<file path="config.mk">
export PLATFORM = sky130hd
export DESIGN_NAME = spi_mem_slave
export DESIGN_NICKNAME = d
export VERILOG_FILES = /design/src/rtl/spi_mem_slave.sv
export SDC_FILE = /design/constraint.sdc
export NUM_CORES = 1
export LEC_CHECK = 0
export BUFFER_PORTS_ARGS = -buffer_cell sky130_fd_sc_hd__buf_2
export CORE_MARGIN = 5
export CORE_UTILIZATION = 33
export CTS_CLUSTER_DIAMETER = 60
export DETAILED_ROUTE_END_ITERATION = 10
export GPL_TIMING_DRIVEN = 0
export HOLD_SLACK_MARGIN = 0.1
export PLACE_DENSITY = 0.53
export SYNTH_ARGS = -nofsm -noshare
export SYNTH_HDL_FRONTEND = slang
export SYNTH_SLANG_ARGS = --single-unit
</file>
<file path="constraint.sdc">
create_clock -name clk -period 2.9 [get_ports clk]
set_clock_uncertainty 0.15 [all_clocks]
set_input_delay 0.435 -clock clk [delete_from_list [all_inputs] [get_ports clk]]
set_output_delay 0.435 -clock clk [all_outputs]
set_load 0.01 [all_outputs]
</file>
<file path="src/rtl/spi_mem_slave.sv">
// SPI responder with a small register-file memory behind it.
// Write frames {data, addr, wr=1} store a word; read frames {addr, wr=0} stream a word back on miso.
//
// state      | meaning
// -----------+------------------------------------------------------------
// IDLE       | waiting for cs low; counter and shift register held clear
// RX_HDR     | shifting in wr flag and address, one bit per clock
// RX_DATA    | shifting in write data
// WRITE      | commit to memory (or flag bad address), pulse op_done
// READ_FETCH | latch memory word (or zero on bad address), pulse ready
// READ_SEND  | drive latched word LSB-first on miso, then drop miso to 0
// WAIT_CS    | frame finished; hold off until cs is seen high
module spi_mem_slave #(
    parameter int ADDR_W = 8,
    parameter int DATA_W = 8,
    parameter int DEPTH  = 32
) (
    input  logic clk,
    input  logic rst,
    input  logic cs,
    input  logic mosi,
    output logic miso,
    output logic ready,
    output logic op_done,
    output logic addr_err
);

    localparam int FRAME_W = 1 + ADDR_W + DATA_W;
    localparam int CNT_W   = $clog2(FRAME_W);
    localparam int IDX_W   = (DEPTH > 1) ? $clog2(DEPTH) : 1;

    localparam logic [CNT_W-1:0]  HDR_LAST   = CNT_W'(ADDR_W);
    localparam logic [CNT_W-1:0]  FRAME_LAST = CNT_W'(FRAME_W - 1);
    localparam logic [CNT_W-1:0]  SEND_LAST  = CNT_W'(DATA_W);
    localparam logic [ADDR_W:0]   DEPTH_V    = (ADDR_W + 1)'(DEPTH);

    typedef enum logic [2:0] {
        IDLE,
        RX_HDR,
        RX_DATA,
        WRITE,
        READ_FETCH,
        READ_SEND,
        WAIT_CS
    } state_t;

    state_t               state;
    state_t               state_nxt;
    logic [CNT_W-1:0]     cnt;
    logic [CNT_W-1:0]     cnt_nxt;
    logic [FRAME_W-1:0]   shreg;
    logic [FRAME_W-1:0]   shreg_nxt;
    logic [DATA_W-1:0]    rdata;
    logic [DATA_W-1:0]    rdata_nxt;
    logic                 miso_nxt;
    logic                 ready_nxt;
    logic                 op_done_nxt;
    logic                 addr_err_nxt;
    logic                 mem_we;

    logic [DATA_W-1:0]    mem [DEPTH];

    logic [ADDR_W-1:0]    hdr_addr;
    logic [DATA_W-1:0]    hdr_data;
    logic [IDX_W-1:0]     mem_idx;
    logic                 addr_ok;

    // Frame bits land at their own index, so field positions match the wire order directly.
    assign hdr_addr = shreg[ADDR_W:1];
    assign hdr_data = shreg[FRAME_W-1:ADDR_W+1];
    assign mem_idx  = hdr_addr[IDX_W-1:0];
    assign addr_ok  = ({1'b0, hdr_addr} < DEPTH_V);

    always_ff @(posedge clk or negedge rst) begin
        if (!rst) begin
            state    <= IDLE;
            cnt      <= '0;
            shreg    <= '0;
            rdata    <= '0;
            miso     <= 1'b0;
            ready    <= 1'b0;
            op_done  <= 1'b0;
            addr_err <= 1'b0;
        end else begin
            state    <= state_nxt;
            cnt      <= cnt_nxt;
            shreg    <= shreg_nxt;
            rdata    <= rdata_nxt;
            miso     <= miso_nxt;
            ready    <= ready_nxt;
            op_done  <= op_done_nxt;
            addr_err <= addr_err_nxt;
        end
    end

    always_ff @(posedge clk or negedge rst) begin
        if (!rst) begin
            for (int i = 0; i < DEPTH; i++) begin
                mem[i] <= '0;
            end
        end else if (mem_we) begin
            mem[mem_idx] <= hdr_data;
        end
    end

    always_comb begin
        state_nxt    = state;
        cnt_nxt      = cnt;
        shreg_nxt    = shreg;
        rdata_nxt    = rdata;
        miso_nxt     = 1'b0;
        ready_nxt    = 1'b0;
        op_done_nxt  = 1'b0;
        addr_err_nxt = 1'b0;
        mem_we       = 1'b0;

        case (state)
            IDLE: begin
                cnt_nxt   = '0;
                shreg_nxt = '0;
                if (!cs) begin
                    state_nxt = RX_HDR;
                end
            end

            RX_HDR: begin
                if (cs) begin
                    state_nxt = IDLE;
                    cnt_nxt   = '0;
                    shreg_nxt = '0;
                end else begin
                    shreg_nxt[cnt] = mosi;
                    cnt_nxt        = cnt + 1'b1;
                    if (cnt == HDR_LAST) begin
                        state_nxt = shreg[0] ? RX_DATA : READ_FETCH;
                    end
                end
            end

            RX_DATA: begin
                if (cs) begin
                    state_nxt = IDLE;
                    cnt_nxt   = '0;
                    shreg_nxt = '0;
                end else begin
                    shreg_nxt[cnt] = mosi;
                    // Hold at the last bit index rather than wrapping.
                    if (cnt == FRAME_LAST) begin
                        state_nxt = WRITE;
                    end else begin
                        cnt_nxt = cnt + 1'b1;
                    end
                end
            end

            WRITE: begin
                op_done_nxt  = 1'b1;
                addr_err_nxt = !addr_ok;
                mem_we       = addr_ok;
                cnt_nxt      = '0;
                state_nxt    = WAIT_CS;
            end

            READ_FETCH: begin
                ready_nxt    = 1'b1;
                addr_err_nxt = !addr_ok;
                rdata_nxt    = addr_ok ? mem[mem_idx] : '0;
                cnt_nxt      = '0;
                state_nxt    = READ_SEND;
            end

            READ_SEND: begin
                if (cnt == SEND_LAST) begin
                    cnt_nxt   = '0;
                    state_nxt = WAIT_CS;
                end else begin
                    miso_nxt  = rdata[0];
                    rdata_nxt = rdata >> 1;
                    cnt_nxt   = cnt + 1'b1;
                end
            end

            WAIT_CS: begin
                if (cs) begin
                    state_nxt = IDLE;
                    cnt_nxt   = '0;
                    shreg_nxt = '0;
                end
            end

            default: begin
                state_nxt = IDLE;
                cnt_nxt   = '0;
                shreg_nxt = '0;
            end
        endcase
    end

endmodule

</file>
-- Word-level counts from Yosys, hierarchy flattened
Index checks and enable logic that the tools add are counted.
- $mul: 0
- shift-type cells: 0
- equal/unequal tests: 15
- muxes and demuxes: 36
- bitwise gates (word level): 2
- divide/modulo/power cells: 0
- reductions and logical operators: 12
- magnitude comparators: 5
- $add $sub $neg: 1
- operators with widths (operator ; count):
    256-bit bitwise mux ; 1
    17-bit one-hot mux with 3 select lines ; 1
    8-bit binary-select mux with 5-bit select ; 1
    8-bit demux with 5-bit select ; 1
    8-bit 2-to-1 mux ; 5
    17-bit 2-to-1 mux ; 2
    5-bit 2-to-1 mux ; 5
    3-bit 2-to-1 mux ; 8
    3-bit one-hot mux with 7 select lines ; 1
    5-bit one-hot mux with 4 select lines ; 1
    17-bit bitwise mux ; 1
    8-bit one-hot mux with 2 select lines ; 1
    3-bit equality test (second input constant) ; 3
    3-bit inequality test (second input constant) ; 3
    8-bit by 6-bit less-than comparator with 1-bit output (second input constant) ; 1
    2-bit inequality test (second input constant) ; 4
    1-bit 2-to-1 mux ; 7
    3-bit by 2-bit equality test with 1-bit output (second input constant) ; 2
    6-bit >= comparator (second input constant) ; 1
    5-bit by 6-bit less-than comparator with 1-bit output (second input constant) ; 1
    6-bit by 1-bit less-than comparator with 1-bit output (second input constant) ; 1
    5-bit inverter with 6-bit output ; 1
    2-bit AND reduction ; 3
    5-bit by 1-bit adder with 5-bit output (second input constant) ; 1
    other kinds (13) ; 15
- output and inout port bits: 4
- input bits: 4
- bits in writable memories: 0
- flip-flop bits (word level): 293
- memories: 0
- logic and storage cells: 111
- ROM bits: 0
- bits in latches: 0

-- Longest topological paths before layout
- word-level depth: 7
- depth in mapped cells: 8

-- Least setup slack after synthesis
Ideal clock, no wire load.
- path type: flip-flop to flip-flop
- start point: reg shreg[2]
- end point: reg rdata[6]
- period minus slack after synthesis: 2.188 ns
- buffers on the path: 2
- arrival: 1.912 ns
- library setup time: 0.126 ns
- slack: 0.712 ns
- cell stages (with the launch flop): 8
- required time: 2.624 ns
- cell sequence: dfrtp_1 -> buf_2 -> buf_1 -> mux2i_1 -> o22ai_1 -> nor4_1 -> nand2_1 -> a221o_1
- word-level cells in the longest chain between the ends: 6
- elaborated cells on any way between the ends: 7
- RTL lines (element ; RTL line ; source):
    start, declared ; 51 ; logic [FRAME_W-1:0] shreg;
    start signal, assigned ; 87 ; shreg <= shreg_nxt;
    5-bit inverter with 6-bit output (implied by the code) ; 167 ; rdata_nxt = addr_ok ? mem[mem_idx] : '0;
    8-bit binary-select mux with 5-bit select ; 167 ;
    8-bit 2-to-1 mux (implied by the code) (2 in series) ; 167 ;
    8-bit 2-to-1 mux (*) ; 167 ;
    8-bit one-hot mux with 2 select lines (*) ; 117 ; case (state)
    end signal, assigned ; 88 ; rdata <= rdata_nxt;
    end, declared ; 53 ; logic [DATA_W-1:0] rdata;
Mark *: on every way between the ends. The rest lies on a longest branch, timed or not. The select of a mux whose other input is x is not followed.
A chain may end at the register's enable or synchronous reset.

-- Final worst setup path
- start point: reg shreg[2]
- end point: reg rdata[1]
Same word-level chain as after synthesis.

==> impl_metrics.ini <==
[run_status]
status = finished, final reports clean

[grt]
grt_pass1_vias = 9291
grt_max_degree = 117
grt_overflow_total = 0
gr-usage-all-layers_pct = 19.13
antenna_found_initial = 0
grt_pass1_wl_um = 64250

[layout]
fin_cells = 1666
final_area_um2 = 15880
syn_to_final_growth_pct = 15.93
final_common_cell = dfrtp_1
drive_above_1_share_pct = 36.42
nNetsFinal = 1120
antenna_cells = 0
nFillCells = 3959
final_cell_mix = 293 x dfrtp_1, 257 x mux2_2, 120 x mux2i_1

[power_and_ir_drop]
power_frac_seq_pct = 45.7
power_mw = 9.050
power_density_nw_per_um2 = 569.8
power_leakage_nw = 7.108
switchingPower_mw = 2.222
p_comb_share_pct = 6.4
p_sw_share_pct = 24.55
vdd_drop_max_v = 0.0003866
internal_power_mw = 6.829
pwr-share-clk_pct = 47.9

[placement]
gp_congestion = 0.8976
dpl.hpwl_um = 28940
dp.cells = 1593
pre_cts_slack_ps = -810.0
dpl_cell_area_um2 = 14470
io_buffers = 7

[yosys]
synth_edf_count = 0
synthesis.area_um2 = 13700
synthCells = 1052
avgSynthCellArea_um2 = 13.02
yosysWarnings = 0
synth_seq_cells = 293
async_flop_share_pct = 100.0
yosysSeqAreaShare_pct = 53.51
syn_nets = 1060
yosysUniqueCellTypes = 54
ys.flop_type = dfrtp_1

[floorplanning]
dieArea_um2 = 45700
die_w_um = 213.8
die_y_um = 213.8
start_util_pct = 33.48
ios = 8
rows = 74
core_area_um2 = 40920

[drt]
wl_per_cell_um = 25.93
viasPerCell = 5.499
vias = 9161
drt-total-wl_um = 43210
drtIter0Drc = 608
antenna_left = 0
route.detailed.drc = 0
first_pass_iters = 6

[cts]
cts_tree = built
cts.sinks = 293
clk_path_buf_depth = 3
clk_pin_slew_ps = 60
cts_buffers = 37
root_buffer = clkbuf_16
htreeDepth = 2
clkLatencyLatePin_ps = 540

[sta]
setup_tns_ps = 0
fin_crit_ps = 2890
tightest_slew_ps = 997.0
layout_setup_ws_ps = 9.831
slew_headroom_pct = 33.53
setup_viol = 0
rsz0062_at_grt = true
finalMaxSlewViolations = 0
fin_crit_sh_pct = 99.66
hold_viol = 0
max_freq_mhz = 346.0

[worst_setup_path]
path_max_fanout = 10
cpPeakStageDelay_ps = 390
crit_chain = buf_2, buf_2, buf_4, mux2i_1, o22ai_1, nor4_2, nand2_1, a221o_1
reg2reg_from = shreg[2]
crit_path_start_kind = register
worstSetupPathType = register to register
cp_slowest_cell = mux2i_1
crit_arrival_ps = 3140
startpoint = shreg[2]
cp_data_required_time_ps = 3150
worst_path_most_repeated_cell = buf_2
cp-end-kind = register

[hold_path]
hp-class = input pin to async pin

[flow_run]
cap_violations = 0
[worst max-delay path, delay by kind of cell, from the launching register on]
kind,cells,cell delay [ps]
simple gates,2,570
compound gates,2,490
mux,1,390
flops,1,320
buf+inv,3,850
[power by group through the flow]
stage          registers, mW  logic [mW]  clock network (mW)
3_3_place_gp            4.21       0.559                   0
2_1_floorplan           4.20       0.333                   0
6_report                4.13       0.580                4.34
5_1_grt                 4.13       0.636                4.61
4_1_cts                 4.13       0.582                4.41
3_5_place_dp            4.21       0.573                   0
[routing by layer]
layer,wire (um),GRT usage (%),vias up
met4,1300,5.811,0
met2,20170,30.60,270
met5,0,0,-
li1,-,-,4015
met3,2676,4.038,70
met1,19060,26.29,4806
[metrics by stage]
step | util (%) | hold slack (ps)
after floorplan | - | -10.59
after global placement | 35.19 | 333.2
after detailed placement | 35.35 | 286.8
after CTS | 38.60 | 329.2
after global routing | 38.81 | 364.5
final | 38.81 | 316.3
[registers in the layout (all words and copies together) (netlist names)]
| name | cells |
|---|---|
| mem | 256 |
| shreg | 17 |
| rdata | 8 |
| cnt | 5 |
| state | 3 |
| addr_err | 1 |
| miso | 1 |
| op_done | 1 |
| ready | 1 |
[cell usage after synthesis, types with 14 or more instances]
cell type,n,area [um^2]
mux2_2,257,2894
o22ai_1,65,406.6
buf_2,23,115.1
nand2_1,38,142.6
nor2_1,14,52.55
a21oi_1,19,95.09
dfrtp_1,293,7332
clkbuf_1,42,157.7
o21ai_0,41,205.2
nor4_1,16,100.1
mux2i_1,128,1281
[worst paths after layout]
kind	endpoint	slack [ps]	cells past startpoint
max in group asynchronous	mem[112]	1300	3
min in group clk	rdata[7]	350	1
hold / removal	cnt[0]	320	2
setup / recovery	rdata[1]	10	8
setup reg to reg	rdata[1]	10	8
hold reg to reg	rdata[7]	350	1
[timing repair]
item,in CTS,in global routing
pin swaps,2,1
gates cloned,0,0
hold endpoints to repair,71,0
hold buffers,2,0
gates resized for setup,42,13
endpoints found under the setup margin,7,24
buffers inserted,7,5
[logic make-up after synthesis]
family,after synthesis,synth area share (%)
buf+inv,80,2.465
simple gates,148,6.940
fa+ha+maj,4,0.3653
mux,385,30.47
xor+xnor,1,0.06393
flops,293,53.51
compound gates,141,6.182
[cell type report]
class / count / area [um^2] / area share [%]
Tap cell: 532 / 665.6 / 4.191
Clock inverter: 9 / 91.34 / 0.5750
Buffer: 71 / 349.1 / 2.198
Timing Repair Buffer: 23 / 235.2 / 1.481
Clock buffer: 52 / 1052 / 6.625
Inverter: 7 / 26.28 / 0.1654
Sequential cell: 293 / 7332 / 46.16
Multi-Input combinational cell: 679 / 6132 / 38.61
(Power assumes the default switching activity.)
